--- config.mk ---
export PLATFORM = sky130hd
export DESIGN_NAME = data_mem_ctrl
export DESIGN_NICKNAME = d
export VERILOG_FILES = /design/src/rtl/data_mem_ctrl_pkg.sv /design/src/rtl/data_mem_ctrl_load_extend.sv /design/src/rtl/data_mem_ctrl.sv
export SDC_FILE = /design/constraint.sdc
export NUM_CORES = 1
export LEC_CHECK = 0
export BUFFER_PORTS_ARGS = -buffer_cell sky130_fd_sc_hd__buf_2
export CAP_MARGIN = 10
export CORE_UTILIZATION = 40
export CTS_BUF_LIST = sky130_fd_sc_hd__clkbuf_8
export DETAILED_ROUTE_END_ITERATION = 10
export GPL_TIMING_DRIVEN = 0
export PLACE_DENSITY = 0.74
export SLEW_MARGIN = 30
export SYNTH_ARGS = -nofsm -noshare
export SYNTH_HDL_FRONTEND = slang
export SYNTH_HIERARCHICAL = 1
export SYNTH_SLANG_ARGS = --single-unit
--- constraint.sdc ---
create_clock -name clk_in -period 4.1 [get_ports clk_in]
set_input_delay 1.025 -clock clk_in [delete_from_list [all_inputs] [get_ports clk_in]]
set_output_delay 1.025 -clock clk_in [all_outputs]
set_load 0.005 [all_outputs]
--- src/rtl/data_mem_ctrl_pkg.sv ---
// Shared opcodes, funct3 codes and state encoding for the data-side memory controller.
package data_mem_ctrl_pkg;

  localparam logic [6:0] LD_TYPE = 7'b0000011;
  localparam logic [6:0] ST_TYPE = 7'b0100011;

  localparam logic [2:0] F3_B  = 3'b000;
  localparam logic [2:0] F3_H  = 3'b001;
  localparam logic [2:0] F3_W  = 3'b010;
  localparam logic [2:0] F3_BU = 3'b100;
  localparam logic [2:0] F3_HU = 3'b101;

  typedef enum logic [1:0] {
    IDLE  = 2'd0,
    LOAD  = 2'd1,
    STORE = 2'd2,
    DONE  = 2'd3
  } mem_state_t;

  // Number of bytes moved for a given access width.
  function automatic logic [2:0] access_len(input logic [2:0] funct3);
    case (funct3)
      F3_B, F3_BU: access_len = 3'd1;
      F3_H, F3_HU: access_len = 3'd2;
      F3_W:        access_len = 3'd4;
      default:     access_len = 3'd4;
    endcase
  endfunction

endpackage

--- src/rtl/data_mem_ctrl_load_extend.sv ---
// Sign/zero extension of an assembled little-endian load word.
module load_extend
  import data_mem_ctrl_pkg::*;
(
  input  logic [2:0]  funct3,
  input  logic [31:0] raw,
  output logic [31:0] result
);

  always_comb begin
    result = raw;
    case (funct3)
      F3_B:    result = {{24{raw[7]}}, raw[7:0]};
      F3_H:    result = {{16{raw[15]}}, raw[15:0]};
      F3_BU:   result = {24'd0, raw[7:0]};
      F3_HU:   result = {16'd0, raw[15:0]};
      default: result = raw;
    endcase
  end

endmodule

--- src/rtl/data_mem_ctrl.sv ---
// Data-side memory controller: serialises LSB loads/stores into byte accesses
// on a shared 8-bit RAM port and returns extended load results.
module data_mem_ctrl
  import data_mem_ctrl_pkg::*;
#(
  parameter logic [31:0] IO_BASE = 32'h0003_0000
) (
  input  logic        clk_in,
  input  logic        rst_n_in,
  input  logic        rdy_in,
  input  logic        rob_clear_up,
  input  logic        lsb_visit_mem,
  input  logic [6:0]  op_type_in,
  input  logic [2:0]  op_in,
  input  logic [31:0] addr_in,
  input  logic [31:0] store_val_in,
  output logic        cache_welcome_signal,
  output logic        cache_ready,
  output logic        is_load,
  output logic [31:0] load_val_out,
  output logic        mem_req,
  input  logic        mem_gnt,
  input  logic [7:0]  mem_din,
  output logic [7:0]  mem_dout,
  output logic [31:0] mem_a,
  output logic        mem_wr,
  input  logic        io_buffer_full
);

  mem_state_t  state_reg, state_next;
  logic [2:0]  funct3_reg;
  logic [31:0] addr_reg;
  logic [31:0] store_val_reg;
  logic [2:0]  len_reg;
  logic [2:0]  cnt_reg;
  logic [31:0] raw_reg;
  logic        cap_pending_reg;
  logic        is_load_reg;
  logic [31:0] load_val_reg;

  logic        accept;
  logic        access;
  logic        last_access;
  logic [31:0] raw_merged;
  logic [31:0] ext_val;

  assign cache_welcome_signal = (state_reg == IDLE) && rst_n_in && !rob_clear_up;
  assign accept       = cache_welcome_signal && lsb_visit_mem && rdy_in;
  assign cache_ready  = (state_reg == DONE);
  assign is_load      = is_load_reg;
  assign load_val_out = load_val_reg;

  // A UART-bound store may only proceed while the UART can take the byte.
  always_comb begin
    access = 1'b0;
    case (state_reg)
      LOAD:    access = mem_gnt && rdy_in && (cnt_reg < len_reg);
      STORE:   access = mem_gnt && rdy_in && !((addr_reg >= IO_BASE) && io_buffer_full);
      default: access = 1'b0;
    endcase
  end

  assign last_access = access && ((cnt_reg + 3'd1) == len_reg);

  // Byte k arrives one cycle after its access, when cnt_reg already reads k+1.
  for (genvar gi = 0; gi < 4; gi++) begin : g_merge
    assign raw_merged[gi*8 +: 8] = (cap_pending_reg && (cnt_reg == 3'(gi + 1)))
                                   ? mem_din : raw_reg[gi*8 +: 8];
  end

  load_extend u_load_extend (
    .funct3 (funct3_reg),
    .raw    (raw_merged),
    .result (ext_val)
  );

  always_comb begin
    state_next = state_reg;
    mem_req    = 1'b0;
    mem_wr     = 1'b0;
    mem_a      = '0;
    mem_dout   = '0;
    case (state_reg)
      IDLE: begin
        if (accept) state_next = (op_type_in == ST_TYPE) ? STORE : LOAD;
      end
      LOAD: begin
        mem_req = (cnt_reg < len_reg);
        mem_a   = addr_reg + {29'd0, cnt_reg};
        if (rob_clear_up) begin
          state_next = IDLE;
        end else if (rdy_in && (cnt_reg == len_reg)) begin
          state_next = DONE;
        end
      end
      STORE: begin
        // Stores are already committed, so a flush does not stop them.
        mem_req  = 1'b1;
        mem_wr   = access;
        mem_a    = addr_reg + {29'd0, cnt_reg};
        mem_dout = store_val_reg[{cnt_reg[1:0], 3'b000} +: 8];
        if (last_access) state_next = DONE;
      end
      DONE:    state_next = IDLE;
      default: state_next = IDLE;
    endcase
  end

  always_ff @(posedge clk_in or negedge rst_n_in) begin
    if (!rst_n_in) begin
      state_reg <= IDLE;
    end else begin
      state_reg <= state_next;
    end
  end

  always_ff @(posedge clk_in or negedge rst_n_in) begin
    if (!rst_n_in) begin
      funct3_reg      <= '0;
      addr_reg        <= '0;
      store_val_reg   <= '0;
      len_reg         <= '0;
      cnt_reg         <= '0;
      raw_reg         <= '0;
      cap_pending_reg <= 1'b0;
      is_load_reg     <= 1'b0;
      load_val_reg    <= '0;
    end else begin
      cap_pending_reg <= (state_reg == LOAD) && access && !rob_clear_up;
      if (accept) begin
        funct3_reg    <= op_in;
        addr_reg      <= addr_in;
        store_val_reg <= store_val_in;
        len_reg       <= access_len(op_in);
        cnt_reg       <= '0;
        raw_reg       <= '0;
      end else begin
        if (cap_pending_reg) raw_reg <= raw_merged;
        if (access) cnt_reg <= cnt_reg + 3'd1;
      end
      if ((state_next == DONE) && (state_reg != DONE)) begin
        is_load_reg  <= (state_reg == LOAD);
        load_val_reg <= (state_reg == LOAD) ? ext_val : '0;
      end
    end
  end

endmodule
==> impl_metrics.py <==
metrics = {
    "run_status": {
        "status": "completed",
    },
    "global_routing": {
        "overflow": 0,
        "grt_pass1_vias": 6425,
        "grt_usage": 0.211,
        "grt_pass1_wl_mm": 32.2,
        "antenna_found_initial": 1,
        "grt_max_degree": 89,
    },
    "logic_synthesis": {
        "ys_seq_area_frac": 0.467,
        "synth_top_area_frac": 0.467,
        "ys_types": 53,
        "synth_edf_count": 0,
        "synthesis.area_um2": 7550,
        "synth-async-reset-ratio": 1.00,
        "synthCells": 840,
        "synth_area_leaders": "dfrtp_1, nand2_1, and2_1",
        "syn_nets": 946,
        "ys_seq_elements": 141,
        "yosys_warnings": 6,
        "yosysMostFrequentCell": "nand2_1",
        "synth_common_cells": "nand2_1, dfrtp_1, and2_1, o21ai_0, clkbuf_1",
        "yosysTopAreaCell": "dfrtp_1",
        "avgSynthCellArea_um2": 8.99,
        "synthFlopType": "dfrtp_1",
    },
    "timing": {
        "clock_skew_ps": 9.82,
        "setup_viol": 0,
        "fin_crit_ps": 4010,
        "worst_pin_slew_ps": 864,
        "hold_slack_ps": 476,
        "rsz0062_at_grt": "no",
        "period_share": 0.977,
        "slew_viol_final": 0,
        "finalHoldViolations": 0,
        "slew_headroom": 0.424,
        "worst_slack_ps": 93.8,
        "tns_ps": 0,
        "max_freq_mhz": 250,
    },
    "placement": {
        "portBuffers": 165,
        "dpl_cell_area_um2": 8700,
        "pre_cts_ws_ps": 419,
        "dp_hpwl_mm": 14.5,
        "globalplace.congestion": 0.826,
        "place_inst": 1235,
    },
    "clocking": {
        "cts.reportedPaths.clkPinSlew_ps": 80,
        "cts_tree": "done",
        "cts-root-buf": "clkbuf_8",
        "cts_inserted_buffers": 17,
        "clock_latency_ps": 450,
        "h-tree-depth": 4,
        "clock_sinks": 141,
        "cts_buffer_depth": 2,
        "holdBufCountCts": 0,
    },
    "setup_path": {
        "rr_endpoint": "load_val_out[27]$_DFFE_PN0P_",
        "crit_path_end_kind": "primary output",
        "crit_start": "cnt_reg[0]$_DFFE_PN0P_",
        "cp.arrival_ps": 2980,
        "r2r_cells": 10,
        "required_ps": 3070,
        "startpoint_type": "register",
        "r2r_slack_ps": 650,
        "path_max_fanout": 4,
        "rr_startpoint": "cnt_reg[0]$_DFFE_PN0P_",
        "critPathKind": "register to primary output",
    },
    "min_path": {
        "hold_end": "store_val_reg[16]$_DFFE_PN0P_",
        "hold_depth": 2,
        "hold_class": "register to register",
        "min-delay-start": "store_val_reg[16]$_DFFE_PN0P_",
    },
    "power": {
        "p_leak_uw": 0.00465,
        "ir_drop_mv": 0.283,
        "switchingPower_uw": 2470,
        "p_clk_frac": 0.168,
        "cellPowerDensity_nw_per_um2": 677,
        "p_int_uw": 3680,
        "p_sw_frac": 0.401,
        "combinationalPowerShare": 0.446,
        "seqPwrFrac": 0.386,
    },
    "route": {
        "wl_mm": 19.7,
        "vias": 6452,
        "detail-route-antenna-nets": 0,
        "routedWlPerCell_um": 15.5,
        "dr.pass1.iters": 7,
        "vias_per_cell": 5.08,
        "dr.first_iter.drc_count": 383,
        "route.detailed.drc": 0,
    },
    "run": {
        "drv_cap": 0,
    },
    "cells_and_area": {
        "fin_cells": 1270,
        "nFillCells": 1754,
        "area_delta_synth_final_pct": 20.4,
        "multi_input_area_um2": 3680,
        "finalInstanceArea_um2": 9090,
        "fin_nets": 1133,
        "drive_above_1_share": 0.261,
        "seqCellArea_um2": 3530,
    },
    "floorplan": {
        "core_area_um2": 18200,
        "dieArea_um2": 19400,
        "chipWidth_um": 139,
        "rows": 49,
        "num_io_pins": 166,
        "die_y_um": 139,
        "start_util": 0.415,
    },
}
==> timing repair <==
item	CTS	global route
buffers inserted	2	0
resized for setup	1	2
setup endpoints to repair	2	4
==> critical path, cell delays in order, from the launching register on <==
cell	delay, ps
dfrtp_2	410
ha_1	230
fa_1	240
a21o_1	160
nor3b_4	320
nand3_1	210
or4b_2	630
o21ai_0	150
buf_2	170
==> power groups by stage <==
stage	Clock [uW]	Sequential, uW	Combinational [uW]
2_1_floorplan	0	2290	1870
3_3_place_gp	0	2370	2660
3_5_place_dp	0	2400	2740
4_1_cts	1060	2370	2760
5_1_grt	1120	2450	3080
6_report	1030	2370	2750
==> worst max path at each step <==
stage,end,slack (ps),cells past startpoint
CTS,mem_a[18],90,8
detailed placement,mem_a[18],420,8
finish,mem_a[18],90,8
floorplan,mem_a[18],950,7
global route,mem_a[18],7,8
global placement,len_reg[0]$_DFFE_PN0P_,-1450,8
==> cell families after synthesis <==
group                      count (synthesis)  synth area share
adders and majority gates                 17            0.0292
xor gates and xnor gates                  23            0.0267
and+or+nand+nor                          423             0.261
buffers and inverters                     71            0.0467
DFF                                      141             0.467
AOI/OAI and AO/OA                        120            0.0900
muxes                                     45            0.0794
==> cell type report <==
| class | instances | share of cell area |
|---|---|---|
| Multi-Input combinational cell | 628 | 0.405 |
| Timing Repair Buffer | 168 | 0.0966 |
| Antenna cell | 2 | 0.000551 |
| Clock inverter | 14 | 0.0136 |
| Buffer | 59 | 0.0339 |
| Tap cell | 229 | 0.0315 |
| Sequential cell | 141 | 0.388 |
| Inverter | 12 | 0.00496 |
| Clock buffer | 17 | 0.0257 |
==> routing by layer <==
| metal | vias to the layer above | track usage | share of wire |
|---|---|---|---|
| li1 | 3169 | - | - |
| met1 | 3038 | 0.275 | 0.45 |
| met2 | 210 | 0.344 | 0.47 |
| met3 | 35 | 0.0444 | 0.057 |
| met4 | 0 | 0.0819 | 0.023 |
| met5 | - | 0 | 0 |
==> placed cells by master (no fill, tap or decap), drive strengths merged, types with 15 or more instances in the layout <==
cell and count:
nand2 287, buf 189, dfrtp 141, o21ai 94
and2 64, clkbuf 55, mux2 33, xnor2 18
nand3 17, ha 16, inv 15
==> metrics by stage <==
step | power [uW] | utilization
floorplan | 4150 | -
global placement | 5030 | 0.476
detailed placement | 5140 | 0.478
CTS | 6180 | 0.499
global route | 6650 | 0.499
finish | 6150 | 0.499
(Power assumes the default switching activity.)
